`src/rtl/fetch_unit_pkg.sv`:
```
// fetch_unit_pkg: shared reset address, fetch FSM states and instruction field positions
package fetch_unit_pkg;
  localparam logic [31:0] RESET_PC_DEFAULT = 32'h0000_0000;
  typedef enum logic {RUN = 1'b0, DROP = 1'b1} fetch_state_e;
  localparam int OPCODE_MSB = 6;
  localparam int OPCODE_LSB = 0;
  localparam int FUNCT3_MSB = 14;
  localparam int FUNCT3_LSB = 12;
  localparam int FUNCT7_MSB = 31;
  localparam int FUNCT7_LSB = 25;
endpackage

```
`src/rtl/fetch_queue.sv`:
```
// fetch_queue: 2-entry FIFO of fetched {instr, pc} pairs with flush and occupancy count
module fetch_queue #(
  parameter int W = 64
) (
  input  logic         clk,
  input  logic         rst,
  input  logic         flush,
  input  logic         push,
  input  logic         pop,
  input  logic [W-1:0] push_data,
  output logic         head_valid,
  output logic [W-1:0] head_data,
  output logic [1:0]   count
);
  logic [W-1:0] mem [2];
  logic rd, wr, do_push, do_pop;
  assign do_pop = pop && count != 2'd0;
  assign do_push = push && (count != 2'd2 || do_pop);
  assign head_valid = count != 2'd0;
  assign head_data = mem[rd];
  always_ff @(posedge clk or posedge rst) begin
    if (rst) begin
      mem[0] <= '0;
      mem[1] <= '0;
      rd <= 1'b0;
      wr <= 1'b0;
      count <= 2'd0;
    end else if (flush) begin
      rd <= 1'b0;
      wr <= 1'b0;
      count <= 2'd0;
    end else begin
      if (do_push) begin
        mem[wr] <= push_data;
        wr <= ~wr;
      end
      if (do_pop) rd <= ~rd;
      count <= count + 2'(do_push) - 2'(do_pop);
    end
  end
endmodule

```
`src/rtl/fetch_unit.sv`:
```
// fetch_unit: single-outstanding instruction fetch with a 2-entry queue and redirect/drop handling
module fetch_unit
  import fetch_unit_pkg::*;
#(
  parameter logic [31:0] RESET_PC = RESET_PC_DEFAULT
) (
  input  logic        clk,
  input  logic        rst,
  output logic        imem_req,
  output logic [31:0] imem_addr,
  input  logic        imem_ready,
  input  logic        imem_rvalid,
  input  logic [31:0] imem_rdata,
  input  logic        stall,
  input  logic        redirect,
  input  logic [31:0] redirect_pc,
  output logic        instr_valid,
  output logic [31:0] instr,
  output logic [31:0] instr_pc,
  output logic [6:0]  opcode,
  output logic [2:0]  funct3,
  output logic [6:0]  funct7
);
  fetch_state_e state;
  logic [31:0] pc, rsp_pc;
  logic outstanding, rsp, pop, push, accept, owed, head_valid;
  logic [1:0] count;
  logic [2:0] used;
  logic [63:0] head;
  assign rsp = imem_rvalid && outstanding;
  assign pop = head_valid && !stall;
  // a returning word moves from outstanding to occupancy, so only a pop frees a slot
  assign used = 3'(count) + 3'(outstanding) - 3'(pop);
  assign imem_req = !rst && state == RUN && used < 3'd2 && !(outstanding && !rsp);
  assign accept = imem_req && imem_ready;
  assign owed = accept || (outstanding && !rsp);
  assign push = rsp && state == RUN && !redirect;
  assign imem_addr = pc;
  always_ff @(posedge clk or posedge rst) begin
    if (rst) begin
      pc <= RESET_PC;
      rsp_pc <= '0;
      state <= RUN;
      outstanding <= 1'b0;
    end else begin
      outstanding <= owed;
      if (accept) rsp_pc <= pc;
      state <= redirect ? (owed ? DROP : RUN) : (state == DROP && rsp) ? RUN : state;
      pc <= redirect ? {redirect_pc[31:2], 2'b00} : accept ? pc + 32'd4 : pc;
    end
  end
  fetch_queue #(.W(64)) u_queue (
    .clk       (clk),
    .rst       (rst),
    .flush     (redirect),
    .push      (push),
    .pop       (pop),
    .push_data ({imem_rdata, rsp_pc}),
    .head_valid(head_valid),
    .head_data (head),
    .count     (count)
  );
  assign instr_valid = head_valid;
  assign instr = head_valid ? head[63:32] : '0;
  assign instr_pc = head_valid ? head[31:0] : '0;
  assign opcode = instr[OPCODE_MSB:OPCODE_LSB];
  assign funct3 = instr[FUNCT3_MSB:FUNCT3_LSB];
  assign funct7 = instr[FUNCT7_MSB:FUNCT7_LSB];
endmodule

```
`config.mk`:
```
export PLATFORM = sky130hd
export DESIGN_NAME = fetch_unit
export DESIGN_NICKNAME = d
export VERILOG_FILES = /design/src/rtl/fetch_unit_pkg.sv /design/src/rtl/fetch_queue.sv /design/src/rtl/fetch_unit.sv
export SDC_FILE = /design/constraint.sdc
export NUM_CORES = 1
export LEC_CHECK = 0
export BUFFER_PORTS_ARGS = -buffer_cell sky130_fd_sc_hd__buf_2
export CORE_ASPECT_RATIO = 2
export CORE_MARGIN = 3
export CORE_UTILIZATION = 31
export CTS_CLUSTER_DIAMETER = 40
export DETAILED_ROUTE_END_ITERATION = 10
export GPL_ROUTABILITY_DRIVEN = 0
export SKIP_LAST_GASP = 1
export SLEW_MARGIN = 10
export SYNTH_ARGS = -nofsm -noshare
export SYNTH_HDL_FRONTEND = slang
export SYNTH_SLANG_ARGS = --single-unit
```
`constraint.sdc`:
```
create_clock -name clk -period 6.6 [get_ports clk]
set_clock_uncertainty 0.15 [all_clocks]
set_input_delay 1.32 -clock clk [delete_from_list [all_inputs] [get_ports clk]]
set_output_delay 1.32 -clock clk [all_outputs]
set_load 0.02 [all_outputs]
```
---- Word-level counts from Yosys, hierarchy flattened ----
Index checks and enable logic that the tools add are counted.
word-level totals
  output and inout port bits .............. 115
  word-level logic and storage cells ...... 69
  bits in registers ....................... 198
cells by class
  multiplexer cells ....................... 18
  equal/unequal tests ..................... 1
  add/sub/neg operators ................... 5
  order comparisons ....................... 4
  bitwise operators ....................... 6
  reductions and logical operators ........ 26
operators by type and width
  cell                                                                   count
  64-bit 2-to-1 mux                                                      4
  128-bit bitwise mux                                                    1
  32-bit 2-to-1 mux                                                      4
  64-bit demux with 1-bit select                                         1
  32-bit by 3-bit adder with 32-bit output (second input constant)       1
  1-bit logical AND                                                      13
  2-bit nonzero test                                                     5
  1-bit 2-to-1 mux                                                       7
  1-bit logical NOT                                                      5
  2-bit greater-or-equal comparator (second input constant)              2
  1-bit NOT                                                              4
  1-bit NOT with 2-bit output                                            2
  2-bit by 1-bit adder with 3-bit output                                 1
  3-bit by 2-bit < comparator with 1-bit output (second input constant)  1
  3-bit by 1-bit subtractor with 3-bit output                            1
  2-bit by 1-bit adder with 2-bit output                                 1
  1-bit logical OR                                                       2
  2-bit by 1-bit < comparator with 1-bit output (second input constant)  1
  2-bit 2-to-1 mux                                                       1
  2-bit != test (second input constant)                                  1
  2-bit AND reduction                                                    1
  2-bit by 1-bit subtractor with 2-bit output                            1

---- Depth between registers and ports, before layout ----
Gate-level depths: netlist of run 1.
  depth in word-level cells ............... 10
  mapped depth ............................ 13

---- Hierarchy ----
A second synthesis of run 1 with hierarchy kept.
second synthesis, totals
  cells, all modules ...................... 744
  area total of the unflattened synthesis .. 9611.7 µm²
modules (own cells, without submodules)
  module       times used  sequential area each (µm²)  area each (µm²)  cells each
  fetch_queue  1           3303.2                      5979.5           365
  fetch_unit   1           1551.5                      3632.2           379

---- Least setup slack after synthesis of run 1 ----
OpenSTA, ideal clock, no wires.
  kind .................................... input port to output port
  start point ............................. in stall
  end point ............................... out imem_req
  required time ........................... 5.130 ns
  cell stages on the path ................. 7
  arrival ................................. 3.387 ns
  path buffers ............................ 0
  setup slack ............................. 1.743 ns
  cell sequence ........................... nor2_1 ha_1 inv_1 nand2_1 fa_1 or3b_4 nor3_1
on the way
  word-level cells in the longest chain between the ends .. 6
ends and longest elaborated chain
  item                                           line              source
  start, declared                                fetch_unit.sv:14  input logic stall,
  1-bit logical NOT                              fetch_unit.sv:31  assign pop = head_valid && !stall;
  1-bit logical AND                              fetch_unit.sv:31
  3-bit by 1-bit subtractor with 3-bit output    fetch_unit.sv:33  assign used = 3'(count) + 3'(outstanding) - 3'(pop);
  3-bit by 2-bit < comparator with 1-bit output  fetch_unit.sv:34  assign imem_req = !rst && state == RUN && used < 3'd2 && !(outstanding && !rsp);
  1-bit logical AND (2 in a row)                 fetch_unit.sv:34
  end, declared                                  fetch_unit.sv:9   output logic imem_req,
No other way between the ends.

---- Final worst setup path of run 1 ----
Ends and elaborated chain as after synthesis.

==> impl_results.md, run 1 <==
- Share of the yosys chip area belonging to registers: 54.2%
- Via density per instance: 4.82
- Number of hold violations in the final report: 0
- Period minus WS final: 5.19 ns
- Number of synthesized flops with an enable pin: 0
- Setup slack after placement: 1.45 ns
- CP Max Fanout: 4
- Floorplan core area: 0.0278 mm2
- Number of input and output port buffers inserted: 178
- Drt first-iter violations: 204
- Series of cell instances along the critical path: buf_2, nor2_1, ha_1, inv_1, nand2_1, fa_1, or3b_4, nor3_1, buf_2
- Non-filler instance count after layout: 1225
- Leakage power: 4.90 nW
- Cell at the root of the clock tree: sky130_fd_sc_hd__clkbuf_16
- Number of gates given a new drive strength after cts: 0
- Hold buffer count at cts: 0
- Count of distinct cell types in the synthesized netlist: 41
- Achievable frequency: 0.193 GHz
- Beginning of the critical path: stall
- Initial antenna violation count: 1
- Count of H-tree levels built during CTS: 4
- Clock transition at the registers of the reported paths: 0.07 ns
- Hold Slack: 0.355 ns
- Chip Height: 244 um
- Startpoint of the lowest-slack register-to-register path: u_queue.count[1]
- Worst flop-to-flop path endpoint: rsp_pc[12]
- Number of iterations in the first detailed-routing pass: 4
- Final net count: 934
- Cell area after layout: 0.0105 mm2
- Startpoint types: input port
- Per-instance average area after synthesis: 12.3 um2
- CTS tree: yes
- Number of filler cells placed in the layout: 2792
- Tot GR Track Use: 14.5%
- Proportion of register bits with asynchronous set or reset after synthesis: 100%
- Crit path capture: imem_req
- Post-synth top area share: 54.2%
- Fraction of final layout cells with drive strength greater than 1: 43.9%
- Detailed Route WL: 21.5 mm
- Cell with the most instances after synthesis: sky130_fd_sc_hd__dfrtp_1
- Maximum number of pins on one net before global-route repair: 191
- Setup repair after global routing missed its margin: false
- Endpoint class of the critical path: output port
- Count of mapped cells out of synthesis: 714
- Slew Limit Fails: 0
- Warning count from the yosys run: 0
- Crit path arrival time: 3.72 ns
- HPWL after detailed placement: 14.2 mm
- Setup slack on the worst flop-to-flop path: 2.32 ns
- Leading cell types by count after synthesis: sky130_fd_sc_hd__dfrtp_1, sky130_fd_sc_hd__mux2_2, sky130_fd_sc_hd__nor2_1
- Clock latency of the later-clocked register in the worst-skew pair: 0.44 ns
- Leftover overflow at the end of global routing: 0
- DIE WIDTH: 125 um
- Cells after DPL: 1192
- CTS sink count: 190
- Max-capacitance violation count: 0
- Top-level port count: 185
- Final clock period utilization by the worst path: 78.6%
- Critical-path cell with the highest stage delay: sky130_fd_sc_hd__nor3_1
- Power Density: 435 mW/mm2
- Number of endpoints failing setup at the final stage: 0
- Cell type with the highest aggregate area in the netlist: sky130_fd_sc_hd__dfrtp_1
- Status: completed
- Kind of critical path: input port to output port
- First-pass GRT wire length: 34.5 mm
- Most frequent CP cell: sky130_fd_sc_hd__buf_2
- Post-detailed-route wirelength per cell: 17.6 um
- Initial core utilization: 31.6%
- Area of the mapped netlist: 0.00877 mm2
- DR DRC count: 0
- Number of rows in the core area: 86
- Smallest setup slack after layout: 1.41 ns
- Sum Neg Setup Slack: 0 ns
- Layout Area Growth over Synthesis: 19.3%
- Final Core Density: 37.7%
- Transition time at the pin with the least slew margin: 1.04 ns
- Required @ worst endpoint: 5.13 ns
- Die ar.: 0.0305 mm2
- Routed vias: 5899
- TritonCTS Buffers: 17
- Total setup buffers inserted after CTS: 0
- Post-DP Area: 0.00988 mm2
- Worst IR Drop VDD: 0.000182 V
- Hold/Removal Path Class: flip-flop to flip-flop
- Dominant synthesized flop cell: sky130_fd_sc_hd__dfrtp_1
- Overall power: 4.55 mW
- Delay of the slowest critical-path stage: 0.48 ns
- Count of antenna-violating nets left after detailed routing: 0
- Number of buffers on the longest clock path: 2
- Via count of the first global-routing pass: 6275
- Top cells by area in the synthesized netlist: sky130_fd_sc_hd__dfrtp_1, sky130_fd_sc_hd__mux2_2, sky130_fd_sc_hd__mux2i_1, sky130_fd_sc_hd__nor2_1, sky130_fd_sc_hd__o21ai_0
- Logic depth of the worst register-to-register path: 11
- Remaining max-slew budget at the tightest pin: 30.9%
- Synth Register Bits: 190
critical path, delay by kind of cell:
kind	cells	cell delay (ns)
fa+ha+maj	2	0.75
buf+inv	3	0.45
simple gates	4	1.19
report_power, final:
group	leakage, nW	switching [mW]	internal [mW]
Clock	0.283	0.457	0.572
Sequential	2.40	0.321	1.62
Combinational	2.22	0.827	0.755
layout by cell type (no fill, tap or decap), types with 2 or more instances in the layout:
cell,synthesis,final
sky130_fd_sc_hd__dfrtp_1,190,189
sky130_fd_sc_hd__buf_2,10,178
sky130_fd_sc_hd__mux2_2,153,153
sky130_fd_sc_hd__nor2_1,80,79
sky130_fd_sc_hd__mux2i_1,63,63
sky130_fd_sc_hd__o21ai_0,32,32
sky130_fd_sc_hd__nand2_1,31,30
sky130_fd_sc_hd__clkbuf_16,0,17
sky130_fd_sc_hd__xor2_1,15,15
sky130_fd_sc_hd__nand3_1,12,12
sky130_fd_sc_hd__a31oi_1,12,12
sky130_fd_sc_hd__nand4_1,9,9
sky130_fd_sc_hd__or3_1,9,9
sky130_fd_sc_hd__xnor2_1,6,6
sky130_fd_sc_hd__inv_1,6,5
sky130_fd_sc_hd__ha_1,4,4
sky130_fd_sc_hd__conb_1,1,4
sky130_fd_sc_hd__buf_4,21,4
sky130_fd_sc_hd__and3_1,3,3
sky130_fd_sc_hd__clkinvlp_4,0,3
sky130_fd_sc_hd__and4_1,3,3
sky130_fd_sc_hd__and3_2,3,3
sky130_fd_sc_hd__clkinv_2,0,3
sky130_fd_sc_hd__and2_1,2,2
sky130_fd_sc_hd__nor4_1,2,2
sky130_fd_sc_hd__or3_2,2,2
sky130_fd_sc_hd__clkinv_4,0,2
sky130_fd_sc_hd__inv_6,0,2
sky130_fd_sc_hd__bufinv_16,0,2
sky130_fd_sc_hd__clkbuf_1,24,2
sky130_fd_sc_hd__buf_12,0,2
worst min-delay path by stage:
| stage | depth (start not counted) | startpoint | end | slack [ns] |
|---|---|---|---|---|
| 6_report | 1 | u_queue.mem[101] | u_queue.mem[101] | 0.35 |
| 5_1_grt | 1 | u_queue.mem[107] | u_queue.mem[107] | 0.37 |
| 4_1_cts | 1 | u_queue.mem[30] | u_queue.mem[30] | 0.36 |
| 3_5_place_dp | 1 | u_queue.mem[30] | u_queue.mem[30] | 0.34 |
| 3_3_place_gp | 1 | u_queue.mem[40] | u_queue.mem[40] | 0.34 |
| 2_1_floorplan | 2 | rsp_pc[19] | rsp_pc[19] | 0.31 |
cell type report:
| cell class | count | area [um2] | share of cell area, % |
|---|---|---|---|
| clock buffer | 20 | 447 | 4.27 |
| inverter | 7 | 30.0 | 0.287 |
| tap | 352 | 440 | 4.21 |
| multi-input combinational | 459 | 3690 | 35.3 |
| timing repair buffer | 184 | 961 | 9.18 |
| sequential | 190 | 4760 | 45.5 |
| clock inverter | 12 | 136 | 1.30 |
| antenna | 1 | 2.50 | 0.0239 |
flip-flops by register name, summed over array words and instances (netlist names):
register,count
u_queue.rd,1
u_queue.wr,1
imem_addr,30
rsp_pc,30
u_queue.mem,124
u_queue.count,2
outstanding,1
state,1
per-layer routing:
| layer | part of all wire (%) | vias to the layer above | GRT usage [%] |
|---|---|---|---|
| met5 | 0 | - | 0 |
| met4 | 2.4 | 0 | 5.81 |
| met3 | 3.4 | 23 | 2.81 |
| met2 | 55 | 137 | 27.0 |
| met1 | 39 | 2980 | 16.0 |
| li1 | - | 2759 | - |
cells by family (layout without fill, tap and decap cells):
group / Yosys count / in the layout / share of synthesized area (%)
flip-flops: 190 / 190 / 54.2
XOR/XNOR: 21 / 21 / 2.10
adder cells (fa/ha/maj): 5 / 5 / 0.799
buffers and inverters: 68 / 223 / 4.08
AO/OA/AOI/OAI: 46 / 46 / 2.85
multiplexers: 216 / 216 / 26.8
other: 1 / 5 / 0.0427
AND/OR/NAND/NOR: 167 / 167 / 9.10
(Power assumes the default switching activity.)
==> run 2: changes to the inputs <==
==> constraint.sdc (replaced) <==
create_clock -name clk -period 4.8 [get_ports clk]
set_clock_uncertainty 0.15 [all_clocks]
set_input_delay 0.96 -clock clk [delete_from_list [all_inputs] [get_ports clk]]
set_output_delay 0.96 -clock clk [all_outputs]
set_load 0.02 [all_outputs]
==> impl_results.md, run 2 (synthesis results as in run 1) <==
- Smallest setup slack after layout: 0.499 ns (-0.915 ns)
- Cells after DPL: 1201 (+0.76%)
- TritonCTS Buffers: 17 (unchanged)
- Detailed-route wire length on metal 1: 8.14 mm (-3.7%)
- Leftover overflow at the end of global routing: 0 (unchanged)
- Hold buffer count at cts: 0 (unchanged)
- Detailed Route WL: 21.1 mm (-1.7%)
- Initial antenna violation count: 0 (-1)
- CP Max Fanout: 4 (unchanged)
- Slew Limit Fails: 0 (unchanged)
- Fraction of final layout cells with drive strength greater than 1: 44.5% (+0.57 points)
- Clock transition at the registers of the reported paths: 0.06 ns (about the same)
- Drt first-iter violations: 180 (-12%)
- Max-capacitance violation count: 0 (unchanged)
- Post-detailed-route wirelength per cell: 17.1 um (-2.3%)
- Cell at the root of the clock tree: sky130_fd_sc_hd__clkbuf_16
- Routed vias: 5949 (+0.85%)
- Non-filler instance count after layout: 1233 (+0.65%)
- Via count of the first global-routing pass: 6209 (-1.1%)
- Transition time at the pin with the least slew margin: 0.915 ns (-0.121 ns)
- Number of filler cells placed in the layout: 2758 (-1.2%)
- Number of flip-flops in the largest register: 124 (unchanged)
- Layout Area Growth over Synthesis: 20.6%
- Number of antenna cells inserted: 0 (-1)
- Most common cell after layout, fill and taps aside: sky130_fd_sc_hd__dfrtp_1
- Chip Height: 244 um (unchanged)
- Met2 wirelength from detailed routing: 11.6 mm (-2.1%)
- Clock latency of the later-clocked register in the worst-skew pair: 0.44 ns (about the same)
- Number of endpoints failing setup at the final stage: 0 (unchanged)
- CTS tree: yes
- Crit path capture: imem_req
- Number of rows in the core area: 86 (unchanged)
- Overall power: 6.38 mW (+40%)
- Count of antenna-violating nets left after detailed routing: 0 (unchanged)
- Maximum number of pins on one net before global-route repair: 95 (-50%)
- First-pass GRT wire length: 34.5 mm (about the same)
- Final Core Density: 38.1% (+0.41 points)
- Beginning of the critical path: stall
- Number of hold violations in the final report: 0 (unchanged)
- Tot GR Track Use: 14.4% (-0.066 points)
- Required @ worst endpoint: 3.69 ns (-1.44 ns)
- Count of H-tree levels built during CTS: 4 (unchanged)
- Number of buffers on the longest clock path: 2 (unchanged)
- Number of iterations in the first detailed-routing pass: 4 (unchanged)
- Power Density: 602 mW/mm2 (+38%)
- Commonest cells after routing, fill and taps aside: sky130_fd_sc_hd__dfrtp_1, sky130_fd_sc_hd__buf_2, sky130_fd_sc_hd__mux2_2
- Logic depth of the worst register-to-register path: 11 (unchanged)
- Number of gates given a new drive strength after cts: 0 (unchanged)
- Top-level port count: 185 (unchanged)
- Endpoint class of the critical path: output port
- Final clock period utilization by the worst path: 89.6%
- Period minus WS final: 4.30 ns
- Total setup buffers inserted after CTS: 0 (unchanged)
- Setup slack after placement: 0.501 ns (-0.946 ns)
- HPWL after detailed placement: 14.7 mm (+3.6%)
- Startpoint of the lowest-slack register-to-register path: u_queue.count[1]
- Highest metal layer with signal wires: met4
- Met3 wire length: 940 um (+29%)
- Status: completed
- Number of input and output port buffers inserted: 178 (unchanged)
- Sum Neg Setup Slack: 0 ns (unchanged)
- Setup repair after global routing missed its margin: false
- Top reg by flops: u_queue.mem
- Leakage power: 4.96 nW (+1.4%)
- Setup slack on the worst flop-to-flop path: 1.21 ns (-1.11 ns)
- Initial core utilization: 31.6% (unchanged)
- Via density per instance: 4.82 (+0.19%)
- Die ar.: 0.0305 mm2 (unchanged)
- Crit path arrival time: 3.19 ns (-0.53 ns)
- Remaining max-slew budget at the tightest pin: 38.9% (+7.9 points)
- Hold/Removal Path Class: flip-flop to flip-flop
- DR DRC count: 0 (unchanged)
- Floorplan core area: 0.0278 mm2 (unchanged)
- Startpoint types: input port
- CTS sink count: 190 (unchanged)
- DIE WIDTH: 125 um (unchanged)
- Worst flop-to-flop path endpoint: imem_addr[26]
- Worst IR Drop VDD: 0.000306 V (+68%)
- Kind of critical path: input port to output port
- Achievable frequency: 0.233 GHz
- Final net count: 943 (+0.96%)
run 2: changes by cell type in the layout (fill, tap and decap cells not counted):
cell,before,now
sky130_fd_sc_hd__inv_6,2,5
sky130_fd_sc_hd__bufinv_16,2,4
sky130_fd_sc_hd__buf_4,4,13
sky130_fd_sc_hd__clkinv_2,3,0
sky130_fd_sc_hd__diode_2,1,0
sky130_fd_sc_hd__clkinv_4,2,1
sky130_fd_sc_hd__clkbuf_8,1,0
run 2: how the worst min path moves through the flow:
stage               startpoint              end  slack, ns  depth (start not counted)
2_1_floorplan       rsp_pc[19]       rsp_pc[19]       0.31                          2
3_3_place_gp        rsp_pc[29]       rsp_pc[29]       0.33                          2
3_5_place_dp   u_queue.mem[55]  u_queue.mem[55]       0.34                          1
4_1_cts        u_queue.mem[24]  u_queue.mem[24]       0.36                          1
5_1_grt        u_queue.mem[40]  u_queue.mem[40]       0.36                          1
6_report       u_queue.mem[95]  u_queue.mem[95]       0.35                          1
run 2: final cells by class:
type                       instances  area [um2]  area share, %
multi-input combinational        459        3690           34.9
tap                              352         440           4.16
inverter                           7        30.0          0.284
timing repair buffer             193        1030           9.72
sequential                       190        4760           45.0
clock inverter                    13         199           1.88
clock buffer                      19         433           4.09
run 2: worst max-delay path, stage by stage:
cell	delay, ns
sky130_fd_sc_hd__buf_2	0.11
sky130_fd_sc_hd__nor2_1	0.21
sky130_fd_sc_hd__ha_1	0.28
sky130_fd_sc_hd__inv_1	0.07
sky130_fd_sc_hd__nand2_1	0.06
sky130_fd_sc_hd__fa_1	0.47
sky130_fd_sc_hd__or3b_4	0.40
sky130_fd_sc_hd__nor3_1	0.37
sky130_fd_sc_hd__buf_2	0.26
run 2: where the power goes:
part / internal, mW / total, mW / switching [mW]
registers: 2.23 / 2.65 / 0.424
clock network: 0.885 / 1.53 / 0.643
logic: 1.05 / 2.19 / 1.15
run 2: stage by stage:
| stage | hold slack [ns] | cell area, um2 |
|---|---|---|
| detailed placement | 0.343 | 9950 |
| CTS | 0.359 | 10600 |
| finish | 0.355 | 10600 |
| global route | 0.363 | 10600 |
| global placement | 0.332 | 9950 |
| floorplan | 0.312 | 8790 |
run 2: routing by layer:
metal,up-vias,GRT usage (%)
li1,2779,-
met1,2999,15.5
met2,143,26.9
met3,28,3.51
met4,0,5.68
met5,-,0
